### src/rtl/elastic_fifo_struct.sv
// DEPTH-entry elastic buffer with typed payload, valid/ready on both sides and flush on mispredict.
// Define ELASTIC_FIFO_BYPASS_EN to let an empty buffer pass data_in straight to data_out.
module elastic_fifo_struct #(
   parameter type T        = logic,
   parameter int  DEPTH    = 4,
   parameter int  AF_LEVEL = DEPTH - 1,
   localparam int CNT_W    = $clog2(DEPTH + 1),
   localparam int PTR_W    = $clog2(DEPTH)
) (
   input  logic             clk,
   input  logic             reset,
   input  logic             mispredict,
   input  logic             valid_in,
   output logic             ready_in,
   input  T                 data_in,
   output logic             valid_out,
   input  logic             ready_out,
   output T                 data_out,
   output logic [CNT_W-1:0] count,
   output logic             almost_full
);

   T                 mem [DEPTH];
   logic [PTR_W-1:0] rd_ptr;
   logic [PTR_W-1:0] wr_ptr;
   logic             flush;
   logic             push;
   logic             pop;

   // Wrap explicitly at DEPTH-1 so non-power-of-two depths work.
   function automatic logic [PTR_W-1:0] advance(input logic [PTR_W-1:0] p);
      return (p == PTR_W'(DEPTH - 1)) ? '0 : p + 1'b1;
   endfunction

   assign flush       = reset || mispredict;
   assign ready_in    = (count != CNT_W'(DEPTH));
   assign almost_full = (count >= CNT_W'(AF_LEVEL));

`ifdef ELASTIC_FIFO_BYPASS_EN
   logic bypass;

   // A bypassed payload taken downstream this cycle is never written.
   assign bypass    = (count == '0) && valid_in && !flush;
   assign valid_out = (count != '0) || bypass;
   assign data_out  = bypass ? data_in : mem[rd_ptr];
   assign push      = valid_in && ready_in && !(bypass && ready_out);
   assign pop       = (count != '0) && ready_out;
`else
   assign valid_out = (count != '0);
   assign data_out  = mem[rd_ptr];
   assign push      = valid_in && ready_in;
   assign pop       = valid_out && ready_out;
`endif

   always_ff @(posedge clk) begin
      if (flush) begin
         rd_ptr <= '0;
         wr_ptr <= '0;
         count  <= '0;
         for (int unsigned i = 0; i < DEPTH; i++) begin
            mem[i] <= '0;
         end
      end else begin
         if (push) begin
            mem[wr_ptr] <= data_in;
            wr_ptr      <= advance(wr_ptr);
         end
         if (pop) begin
            rd_ptr <= advance(rd_ptr);
         end
         if (push && !pop) begin
            count <= count + 1'b1;
         end else if (pop && !push) begin
            count <= count - 1'b1;
         end
      end
   end

endmodule

### config.mk
export PLATFORM = sky130hd
export DESIGN_NAME = elastic_fifo_struct
export DESIGN_NICKNAME = d
export VERILOG_FILES = /design/src/rtl/elastic_fifo_struct.sv
export SDC_FILE = /design/constraint.sdc
export NUM_CORES = 1
export LEC_CHECK = 0
export ABC_AREA = 1
export BUFFER_PORTS_ARGS = -buffer_cell sky130_fd_sc_hd__buf_2
export CORE_MARGIN = 2
export CORE_UTILIZATION = 40
export CTS_CLUSTER_DIAMETER = 40
export DETAILED_ROUTE_END_ITERATION = 8
export PLACE_DENSITY = 0.66
export REMOVE_ABC_BUFFERS = 1
export SLEW_MARGIN = 20
export SYNTH_ARGS = -nofsm -noshare
export SYNTH_HDL_FRONTEND = slang
export SYNTH_SLANG_ARGS = --single-unit
### constraint.sdc
create_clock -name clk -period 4.5 [get_ports clk]
set_input_delay 0.9 -clock clk [delete_from_list [all_inputs] [get_ports clk]]
set_output_delay 0.9 -clock clk [all_outputs]
set_load 0.05 [all_outputs]
==> summary.md <==
| Metric | Value |
|---|---|
| Antenna Violating Nets Remaining | `0` |
| Post-Route WL | `1190 µm` |
| Share of the synthesized area in the top cell type | `between 20% and 30%` |
| CTS tree | `done` |
| Hold-fix buffers, CTS | `0` |
| Die height | `between 40 and 50 µm` |
| Wire length per cell | `10.9 µm` |
| Crit path DAT | `~1.2 ns` |
| Clock latency on the worst-skew pair | `roughly 0.27 ns` |
| Synth unique cells | `21` |
| Worst vdd ir | `roughly 0.15 mV` |
| Mean Syn Cell Area | `between 9 and 10 µm²` |
| Layout cell share with drive strength beyond 1 | `between 30% and 40%` |
| Status | `finished, final reports clean` |
| Area grow syn2layout | `15.1%` |
| Clock Path Buffers | `2` |
| Clk root buf | `clkbuf_4` |
| CP Max Fanout | `5` |
| Initial DRC Count | `9` |
| 1st-pass router iterations | `4` |
| Seq cells post-synth | `13` |
| Hold crit path type | `reg -> reg` |
| Switching Share | `a little under two fifths` |
| Reg power frac | `45.6%` |
| Power, Total | `0.000296 W` |
| Final Hold Vio Count | `0` |
| Crit path kind | `reg -> out` |
| Synth area leaders | `dfxtp_1, edfxtp_1, nand2_1` |
| Period utilization | `47.6%` |
| Area leader, netlist | `dfxtp_1` |
| Gate power share | `30.0%` |
| Sink Count | `13` |
| I/O pin cnt | `13` |
| Startpoint Class | `register` |
| Number of I/O port buffers | `12` |
| Final Skew | `approximately 0.0032 ns` |
| Largest net degree at the start of global routing | `11` |
| Nets | `103` |
| First-pass GRT wire length | `approximately 1900 µm` |
| Pwr/cell area | `roughly 360 mW/mm²` |
| Core area | `~0.0017 mm²` |
| Grt ovf | `0` |
| Leak | `0.364 nW` |
| Yosys warns | `0` |
| Psw | `roughly 0.00011 W` |
| Post-synthesis sequential area ratio | `42.3%` |
| Detail Placement HPWL | `between 900 and 1000 µm` |
| Number of cells upsized or downsized after cts | `0` |
| TNS Setup | `0 ns` |
| Chip width | `46.2 µm` |
| Starting Density | `42.1%` |
| Internal cell power | `0.000187 W` |
| Max_slew headroom | `80.3%` |
| RSZ-0062 raised after global routing | `false` |
| CP required | `about 3.6 ns` |
| DIE AREA | `between 0.002 and 0.0025 mm²` |
| Element type at the critical path end | `output port` |
| Max-Cap Viols | `0` |
| Vias per cell | `just under 5` |
| Vias in the first global route | `roughly 470` |
| N_diodes | `0` |
| Netlist Area Pre-Place | `a little over 700 µm²` |
| Initial antenna violation count | `0` |
| Vias | `between 500 and 600` |
| Clock-pin slew on the worst setup and hold paths | `~0.08 ns` |
| Num CTS Buffers | `3` |
| Row cnt | `15` |
| Min Tclk post-route | `~2.1 ns` |
| F_max | `between 400 and 500 MHz` |
| Overall Global Routing Usage | `between 10% and 20%` |
| Placer congestion estimate | `0.769` |
| H-tree Lvls | `1` |
| Slew at the pin closest to its max-slew limit | `between 0.2 and 0.3 ns` |
| Syn Inst Count | `between 70 and 80` |
| Slew Viols, Final | `0` |
| DRC viols | `0` |
| # setup viols final | `0` |
| Clock power frac | `24.4%` |
| Setup Buffers After CTS | `0` |
kinds of logic after synthesis:
| kind of cell | count (synthesis) | share of synthesized area (%) |
|---|---|---|
| AND/OR/NAND/NOR | 37 | 35.0 |
| flip-flops | 13 | 42.3 |
| buffers and inverters | 11 | 5.81 |
| AO/OA/AOI/OAI | 10 | 7.57 |
| adder cells (fa/ha/maj) | 4 | 8.10 |
| XOR/XNOR | 1 | 1.23 |
metrics by stage:
stage                     utilization [%]  cells  hold slack, ns  setup slack, ns  instance area, µm²
after floorplan                         -     76           0.452             2.33                 711
after CTS                            48.4    109           0.493             2.35                 818
final                                48.4    109           0.493             2.36                 818
after global routing                 48.4    109           0.518             2.30                 818
after global placement               46.9    105           0.471             2.29                 792
after detailed placement             46.9    105           0.481             2.23                 792
cell type report:
| type | count | area, µm² |
|---|---|---|
| timing repair buffer | 12 | 60.1 |
| fill | 171 | 871 |
| sequential | 13 | 300 |
| multi-input combinational | 52 | 369 |
| tap | 17 | 21.3 |
| clock buffer | 4 | 26.3 |
| inverter | 11 | 41.3 |
Yosys cell counts, drive strengths merged:
library cell	count
o21ai	5
xor2	1
ha	3
inv	11
fa	1
edfxtp	4
dfxtp	9
nand2	19
nor3	4
a21oi	4
nand4	2
nand3	5
a32oi	1
nor2	7
worst max-delay path, stage by stage (launching register included):
cell	delay, ns
dfxtp_1	0.50
nor2_4	0.07
nand2_4	0.12
buf_2	0.28
final timing paths:
| check | from | end | slack [ns] | cells after the start |
|---|---|---|---|---|
| min | rd_ptr[1] | rd_ptr[1] | 0.49 | 2 |
| max reg2reg | count[0] | count[2] | 2.63 | 13 |
| max | count[0] | ready_in | 2.36 | 3 |
| min reg2reg | rd_ptr[1] | rd_ptr[1] | 0.49 | 2 |
power groups by stage:
stage	clock (W)	combinational, W	sequential (W)
final	0.0000722	0.0000889	0.000135
after global routing	0.0000781	0.0000965	0.000136
after CTS	0.0000743	0.0000898	0.000135
after detailed placement	0	0.0000887	0.000138
after global placement	0	0.0000866	0.000138
after floorplan	0	0.0000602	0.000146
routing by layer:
| metal | share of wire, % | track usage [%] | up-vias | wire length, µm |
|---|---|---|---|---|
| met5 | 0 | 0 | - | 0 |
| met1 | 47 | 16.5 | 237 | 556 |
| met3 | 3.3 | 2.35 | 2 | 39 |
| li1 | - | - | 281 | - |
| met2 | 48 | 19.7 | 9 | 571 |
| met4 | 1.4 | 6.86 | 0 | 17 |
placed cells by master, fill, tap and decap left out:
cell / netlist / final
nand2_1: 14 / 14
buf_2: 0 / 12
inv_1: 9 / 9
dfxtp_1: 9 / 9
o21ai_1: 5 / 5
nand3_1: 5 / 5
a21oi_1: 4 / 4
nor2_1: 4 / 4
edfxtp_1: 4 / 4
nand2_2: 3 / 3
nor3_2: 3 / 3
ha_1: 3 / 3
clkbuf_4: 0 / 3
nand2_4: 2 / 2
inv_2: 2 / 2
nand4_4: 2 / 2
nor2_4: 1 / 1
nor2_8: 1 / 1
nor2_2: 1 / 1
a32oi_1: 1 / 1
nor3_1: 1 / 1
xor2_1: 1 / 1
fa_1: 1 / 1
clkbuf_1: 0 / 1
Power figures use the tool's default switching activity.
